**config.mk**
```make
export PLATFORM = sky130hd
export DESIGN_NAME = sha256_block_ctrl_flat
export DESIGN_NICKNAME = d
export VERILOG_FILES = /design/src/rtl/sha256_block_ctrl_if.sv /design/src/rtl/sha256_block_ctrl.sv /design/src/flat_wrapper.sv
export SDC_FILE = /design/constraint.sdc
export NUM_CORES = 1
export LEC_CHECK = 0
export CORE_AREA = 2 2 407 409
export DETAILED_ROUTE_END_ITERATION = 12
export DIE_AREA = 0 0 409 411
export GPL_TIMING_DRIVEN = 0
export HOLD_SLACK_MARGIN = 0.1
export PLACE_DENSITY = 0.4
export SLEW_MARGIN = 20
export SYNTH_ARGS = -nofsm -noshare
export SYNTH_HDL_FRONTEND = slang
export SYNTH_SLANG_ARGS = --single-unit
```
**constraint.sdc**
```tcl
create_clock -name clk -period 2.12 [get_ports clk]
set_input_delay 0.424 -clock clk [delete_from_list [all_inputs] [get_ports clk]]
set_output_delay 0.424 -clock clk [all_outputs]
set_load 0.005 [all_outputs]
```
**src/rtl/sha256_block_ctrl_if.sv**
```systemverilog
// sha256_block_ctrl_if: block stream, datapath command and digest handshake bundle
interface sha256_block_ctrl_if #(
  parameter int RIDX_W = 6,
  parameter int BCNT_W = 16
);
  logic [511:0]      block_in;
  logic              block_valid;
  logic              block_last;
  logic              block_accept;
  logic [511:0]      dp_block;
  logic              dp_load_iv;
  logic              dp_load_block;
  logic              dp_round_en;
  logic [RIDX_W-1:0] dp_round_idx;
  logic              dp_update_h;
  logic              digest_valid;
  logic              digest_ack;
  logic              busy;
  logic [BCNT_W-1:0] blk_cnt;
  modport master (
    output block_in, block_valid, block_last, digest_ack,
    input  block_accept, dp_block, dp_load_iv, dp_load_block, dp_round_en,
           dp_round_idx, dp_update_h, digest_valid, busy, blk_cnt
  );
  modport slave (
    input  block_in, block_valid, block_last, digest_ack,
    output block_accept, dp_block, dp_load_iv, dp_load_block, dp_round_en,
           dp_round_idx, dp_update_h, digest_valid, busy, blk_cnt
  );
endinterface

```
**src/rtl/sha256_block_ctrl.sv**
```systemverilog
// sha256_block_ctrl: sequences padded blocks through a command-driven SHA-256 compression datapath
module sha256_block_ctrl #(
  parameter int NUM_ROUNDS = 64,
  parameter int RIDX_W     = 6,
  parameter int BCNT_W     = 16
) (
  input logic                clk,
  input logic                reset,
  sha256_block_ctrl_if.slave bus
);
  typedef enum logic [2:0] {IDLE, LOAD, ROUND, UPDATE, DONE} state_t;
  localparam logic [RIDX_W-1:0] LAST_IDX = RIDX_W'(NUM_ROUNDS - 1);
  state_t            state_q, state_d;
  logic [511:0]      block_q;
  logic              last_q, first_q, first_d, xfer;
  logic [RIDX_W-1:0] idx_q, idx_d;
  logic [BCNT_W-1:0] cnt_q, cnt_d;
  assign bus.block_accept  = state_q == IDLE && !reset;
  assign xfer              = bus.block_valid && bus.block_accept;
  assign bus.dp_block      = block_q;
  assign bus.dp_load_iv    = state_q == LOAD && first_q;
  assign bus.dp_load_block = state_q == LOAD;
  assign bus.dp_round_en   = state_q == ROUND;
  assign bus.dp_round_idx  = idx_q;
  assign bus.dp_update_h   = state_q == UPDATE;
  assign bus.digest_valid  = state_q == DONE;
  assign bus.busy          = state_q != IDLE;
  assign bus.blk_cnt       = cnt_q;
  // next state; round index parks at 0 everywhere except while counting rounds
  always_comb begin
    state_d = state_q;
    first_d = first_q;
    idx_d   = '0;
    cnt_d   = cnt_q;
    case (state_q)
      IDLE:    state_d = xfer ? LOAD : IDLE;
      LOAD:    state_d = ROUND;
      ROUND: begin
        idx_d   = idx_q == LAST_IDX ? '0 : idx_q + 1'b1;
        state_d = idx_q == LAST_IDX ? UPDATE : ROUND;
      end
      UPDATE: begin
        cnt_d   = &cnt_q ? cnt_q : cnt_q + 1'b1;
        state_d = last_q ? DONE : IDLE;
        first_d = last_q;
      end
      DONE: begin
        state_d = bus.digest_ack ? IDLE : DONE;
        cnt_d   = bus.digest_ack ? '0 : cnt_q;
      end
      default: state_d = IDLE;
    endcase
  end
  // state and block registers; the block is captured only on a transfer
  always_ff @(posedge clk) begin
    if (reset) begin
      state_q <= IDLE;
      first_q <= 1'b1;
      block_q <= '0;
      last_q  <= 1'b0;
      idx_q   <= '0;
      cnt_q   <= '0;
    end else begin
      state_q <= state_d;
      first_q <= first_d;
      idx_q   <= idx_d;
      cnt_q   <= cnt_d;
      if (xfer) begin
        block_q <= bus.block_in;
        last_q  <= bus.block_last;
      end
    end
  end
endmodule

```
**src/flat_wrapper.sv**
```systemverilog
// flat-port wrapper written by rule: the top's interface ports become plain ports
module sha256_block_ctrl_flat 
#(
  parameter int NUM_ROUNDS = 64,
  parameter int RIDX_W     = 6,
  parameter int BCNT_W     = 16
)
  (clk, reset, bus_block_in, bus_block_valid, bus_block_last, bus_digest_ack, bus_block_accept, bus_dp_block, bus_dp_load_iv, bus_dp_load_block, bus_dp_round_en, bus_dp_round_idx, bus_dp_update_h, bus_digest_valid, bus_busy, bus_blk_cnt);
  sha256_block_ctrl_if #(.RIDX_W(RIDX_W), .BCNT_W(BCNT_W)) bus_i ();
  input logic clk;
  input logic reset;
  input wire logic [$bits(bus_i.block_in)-1:0] bus_block_in;
  input wire logic [$bits(bus_i.block_valid)-1:0] bus_block_valid;
  input wire logic [$bits(bus_i.block_last)-1:0] bus_block_last;
  input wire logic [$bits(bus_i.digest_ack)-1:0] bus_digest_ack;
  output wire logic [$bits(bus_i.block_accept)-1:0] bus_block_accept;
  output wire logic [$bits(bus_i.dp_block)-1:0] bus_dp_block;
  output wire logic [$bits(bus_i.dp_load_iv)-1:0] bus_dp_load_iv;
  output wire logic [$bits(bus_i.dp_load_block)-1:0] bus_dp_load_block;
  output wire logic [$bits(bus_i.dp_round_en)-1:0] bus_dp_round_en;
  output wire logic [$bits(bus_i.dp_round_idx)-1:0] bus_dp_round_idx;
  output wire logic [$bits(bus_i.dp_update_h)-1:0] bus_dp_update_h;
  output wire logic [$bits(bus_i.digest_valid)-1:0] bus_digest_valid;
  output wire logic [$bits(bus_i.busy)-1:0] bus_busy;
  output wire logic [$bits(bus_i.blk_cnt)-1:0] bus_blk_cnt;
  assign bus_i.block_in = bus_block_in;
  assign bus_i.block_valid = bus_block_valid;
  assign bus_i.block_last = bus_block_last;
  assign bus_i.digest_ack = bus_digest_ack;
  assign bus_block_accept = bus_i.block_accept;
  assign bus_dp_block = bus_i.dp_block;
  assign bus_dp_load_iv = bus_i.dp_load_iv;
  assign bus_dp_load_block = bus_i.dp_load_block;
  assign bus_dp_round_en = bus_i.dp_round_en;
  assign bus_dp_round_idx = bus_i.dp_round_idx;
  assign bus_dp_update_h = bus_i.dp_update_h;
  assign bus_digest_valid = bus_i.digest_valid;
  assign bus_busy = bus_i.busy;
  assign bus_blk_cnt = bus_i.blk_cnt;
  sha256_block_ctrl #(.NUM_ROUNDS(NUM_ROUNDS), .RIDX_W(RIDX_W), .BCNT_W(BCNT_W)) u_core (.clk(clk), .reset(reset), .bus(bus_i));
endmodule
```
Word-level counts from Yosys, hierarchy flattened
Cells that the tools add are included.
{"block": "op_classes", "add_sub_neg": 2, "n_eq_ne": 7, "mux": 8, "bitwise_logic": 1, "reduce_logical": 10}
{"cell": "two-way mux 16 bit", "count": 2}
{"cell": "one-hot mux 16 bit (2 select lines)", "count": 1}
{"cell": "adder 16 x 1 -> 16 bit, second input constant", "count": 1}
{"cell": "AND reduction 16 bit", "count": 1}
{"cell": "one-hot mux 3 bit (5 select lines)", "count": 1}
{"cell": "adder 6 x 1 -> 6 bit, second input constant", "count": 1}
{"cell": "equality test 3 x 2 -> 1 bit, second input constant", "count": 2}
{"cell": "equality test 6 bit, second input constant", "count": 1}
{"cell": "two-way mux 3 bit", "count": 2}
{"cell": "!= test 2 bit, second input constant", "count": 2}
{"cell": "equality test 3 x 1 -> 1 bit, second input constant", "count": 1}
{"cell": "equality test 3 bit, second input constant", "count": 1}
{"cell": "logical AND 1 bit", "count": 3}
{"cell": "logical NOT 3 bit", "count": 1}
{"cell": "AND reduction 3 bit", "count": 1}
{"cell": "nonzero test 3 bit", "count": 1}
{"cell": "OR reduction 3 bit", "count": 1}
{"cell": "two-way mux 1 bit", "count": 2}
{"cell": "nonzero test 2 bit", "count": 1}
{"cell": "logical NOT 1 bit", "count": 1}
{"cell": "inverter 1 bit", "count": 1}
{"block": "word_totals", "regBits": 539, "input_bits": 517, "out_inout_bits": 541}

Depth between registers and ports, before layout
{"block": "depth", "ltp_word": 5, "depth_mapped": 9, "depth_no_buf": 7}

Least setup slack after synthesis
Ideal clock, no wire load.
{"block": "synth_timing", "path_type": "reg2reg", "from": "reg u_core.cnt_q[0], in the netlist u_core.bus.blk_cnt[0]", "to": "reg u_core.cnt_q[8], in the netlist u_core.bus.blk_cnt[8]", "setup_ns": 0.115, "arrival_ns": 1.822, "setup_slack_ns": 0.183, "path_stages_with_launch": 7, "synth_period_minus_slack_ns": 1.937, "cell_sequence": "dfxtp_1 ha_1 nand4_1 or4_4 nor2b_1 a21oi_1 o21ba_1"}
{"block": "synth_via", "elab_chain_cells": 3}
{"item": "from (decl)", "line": "sha256_block_ctrl.sv:17", "source": "logic [BCNT_W-1:0] cnt_q, cnt_d;"}
{"item": "from (signal assigned)", "line": "sha256_block_ctrl.sv:67", "source": "cnt_q <= cnt_d;"}
{"item": "adder 16 x 1 -> 16 bit / AND reduction 16 bit (equally long branches)", "line": "sha256_block_ctrl.sv:43", "source": "cnt_d = &cnt_q ? cnt_q : cnt_q + 1'b1;"}
{"item": "two-way mux 16 bit / != test 2 bit (equally long branches)"}
{"item": "one-hot mux 16 bit (2 select lines) / AND reduction 3 bit (equally long branches)"}
Parallel ways exist; a longest one is shown, timed or not. The select of a mux whose other input is x is not followed.
A chain may end at the register's enable or synchronous reset.

Worst setup path after layout
{"block": "layout_timing", "from": "reg u_core.state_q[2]", "to": "out bus_block_accept"}
{"block": "layout_via", "elab_chain_cells": 2}
{"item": "from (decl)", "line": "sha256_block_ctrl.sv:13", "source": "state_t state_q, state_d;"}
{"item": "from (signal assigned)", "line": "sha256_block_ctrl.sv:64", "source": "state_q <= state_d;"}
{"item": "logical NOT 3 bit", "line": "sha256_block_ctrl.sv:18", "source": "assign bus.block_accept = state_q == IDLE && !reset;"}
{"item": "logical AND 1 bit", "line": "sha256_block_ctrl.sv:18"}
{"item": "to (decl)", "line": "flat_wrapper.sv:16", "source": "output wire logic [$bits(bus_i.block_accept)-1:0] bus_block_accept;"}
No other way between the ends.

==> qor.txt <==
Std cell rows - 149
Pwr per Cell Area - 836 mW/mm^2
Avg WL per Cell - 23.1 um
Post-DP HPWL - 110000 um
Clock buffer depth - 3
Setup CP Type - register to primary output
Clock sink total - 539
Setup TNS Final - 0 ns
Final number of hold-violating endpoints - 0
Commonest cells after routing, fill and taps aside - nand2_1, clkdlybuf4s50_1, nand3b_1, dfxtp_1, dlygate4sd2_1
RSZ-0062 raised after global routing - true
TritonCTS clock tree - yes
Grt total ovfl - 0
Critical path, cell by cell - buf_8 > buf_6 > nor4_4 > buf_4
Vias in the first global route - 20900
Worst-margin pin slew - 0.866 ns
Routed WL - 134000 um
Clock transition at the registers of the reported paths - 0.06 ns
Worst Skew - 0.0278 ns
Worst Path Max Fanout - 5
Max_cap viols - 0
Mapped Cells - 2390
Leak - 15.6 nW
Critical path data arrival time - 1.69 ns
Initial antenna violation count - 51
Synth Cell Area - 0.0200 mm^2
DIE HEIGHT - 411 um
Place WS - -1.59 ns
Fin util - 0.221
Clock Latency Late Sink - 0.66 ns
Synth warn - 0
Routability congestion estimate - 0.878
Design Power - 30.3 mW
Nets - 4059
Hold Buf Count CTS - 0
Max Slew Vio Count - 0
Starting density of the core - 0.122
Worst Path Required - 1.70 ns
Library cells used by synthesis - 41
PortBufs - 1057
Initial DRC Count - 1112
Largest net degree at the start of global routing - 12
Ratio of cells with drive above 1 in the final layout - 0.0863
Gr usage total - 0.153
I/O pin cnt - 1058
Post-synthesis async set-or-reset flop share - 0
Num CTS Buffers - 76
CP max stage delay - 0.33 ns
Via density - 3.61
Via count - 20900
Root Driver - clkbuf_16
Setup Viol. Count Final - 0
Syn Nets - 2909
Worst Setup Start Kind - register
Fmax achieved - 473 MHz
Residual DRC - 0
Core area - 0.164 mm^2
Relative slew slack - 0.423
Crit-path slowest cell - dfxtp_2
Post-synth EDFFs - 0
Largest delay contributor family on the critical path - buffers and inverters
Minimum clock period - 2.11 ns
#FFs+latches synth - 539
Outcome - finished, final reports clean
Width of the die - 409 um
Final ANT Viol Nets - 0
Area of the die - 0.168 mm^2
Htree depth - 3
DRT Pass-1 Iters - 5
Crit path buf inv count - 3
Seq/Total Area, Yosys - 0.539
Mean cell area of the mapped netlist - 8.37 um^2
Hold Path Class - input port to register
Most common cell after layout, fill and taps aside - nand2_1
Maximum VDD drop - 531 uV
Final period util - 0.997
CP Capture Type - primary output
Layout area overhead - 81.2%
First-pass GRT wire length - 179000 um
Final setup margin - 0.00541 ns
Most used DFF post-synth - dfxtp_1
[worst paths after layout]
check,start,end,slack [ns],cells past startpoint
setup / recovery,u_core.state_q[2],bus_block_accept,0.005,4
hold / removal,bus_block_in[223],u_core.bus.dp_block[223],0.30,3
setup reg to reg,u_core.bus.blk_cnt[0],u_core.bus.blk_cnt[8],0.11,6
hold reg to reg,u_core.bus.dp_block[233],u_core.bus.dp_block[233],0.47,2
[routing by layer]
metal / part of all wire / routed length, um / GRT usage / up-vias
met3: 0.077 / 10300 / 0.0485 / 159
met1: 0.41 / 55100 / 0.185 / 9818
met2: 0.48 / 64300 / 0.259 / 815
met4: 0.029 / 3910 / 0.0429 / 36
li1: - / - / - / 10100
met5: 0.0016 / 220 / 0 / -
[timing repair]
action	CTS	global route
setup endpoints to repair	667	235
pin swaps	6	2
setup buffers	14	2
gates resized for setup	240	71
[through the flow]
stage | hold slack [ns] | area (um^2) | std cells
5_1_grt | 0.236 | 36200 | 5782
3_5_place_dp | 0.454 | 33400 | 5638
4_1_cts | 0.209 | 36100 | 5779
3_3_place_gp | 0.460 | 33300 | 5636
2_1_floorplan | 0.428 | 20000 | 2390
6_report | 0.301 | 36300 | 5791
[cells in the mapped netlist (2+ instances only)]
library cell | count | area share
inv_1 | 5 | 0.00094
xnor2_1 | 3 | 0.0013
o31ai_1 | 6 | 0.0023
clkbuf_1 | 79 | 0.015
nor3_1 | 6 | 0.0015
nand2_1 | 1044 | 0.20
nor2b_1 | 2 | 0.00063
o21ai_1 | 11 | 0.0028
xor2_1 | 2 | 0.00088
buf_1 | 42 | 0.0079
buf_2 | 54 | 0.014
ha_1 | 2 | 0.0013
a31oi_1 | 2 | 0.00063
nand2b_1 | 4 | 0.0013
nand3_1 | 11 | 0.0028
nor2_1 | 20 | 0.0038
nor4_1 | 3 | 0.00094
nand4_1 | 3 | 0.00094
dfxtp_1 | 539 | 0.54
nor4_2 | 2 | 0.0013
nand3b_1 | 515 | 0.19
o21ai_0 | 4 | 0.0010
a21oi_1 | 11 | 0.0028
and3_1 | 3 | 0.00094
[where the power goes]
| part | switching [mW] | internal [mW] | leakage, nW |
|---|---|---|---|
| clock network | 5.32 | 8.24 | 1.26 |
| logic | 2.44 | 2.77 | 9.85 |
| registers | 0.534 | 11.0 | 4.45 |
| total | 8.29 | 22.0 | 15.6 |
[flip-flops by register name (all words and copies together) (netlist names)]
register / flops
u_core.state_q: 3
u_core.last_q: 1
u_core.bus.dp_round_idx: 6
u_core.bus.blk_cnt: 16
u_core.bus.dp_block: 512
u_core.first_q: 1
[cell type report]
class,instances,area [um^2]
multi-input cells,1670,8550
clock inverters,24,393
fillers,18100,128000
plain buffers,173,868
inverters,5,18.8
well taps,2189,2740
diodes,11,27.5
clock buffers,105,2170
repair buffers,1075,10600
flip-flops and latches,539,10800
[worst reg2reg max path: cells and delay by family (launching register included)]
kind | cells | cell delay (ns)
flip-flops | 1 | 0.40
adder cells (fa/ha/maj) | 1 | 0.17
AND/OR/NAND/NOR | 3 | 1.03
AO/OA/AOI/OAI | 2 | 0.31
[cell families (layout without fill, tap and decap cells)]
| family | count (synthesis) | after routing | share of synthesized area |
|---|---|---|---|
| mux | 1 | 1 | 0.000500 |
| compound gates | 42 | 42 | 0.0131 |
| flops | 539 | 539 | 0.539 |
| simple gates | 1620 | 1620 | 0.406 |
| other cells | 0 | 11 | 0 |
| buf+inv | 181 | 1382 | 0.0377 |
| xor+xnor | 5 | 5 | 0.00219 |
| fa+ha+maj | 2 | 2 | 0.00125 |
Power figures use the tool's default switching activity.
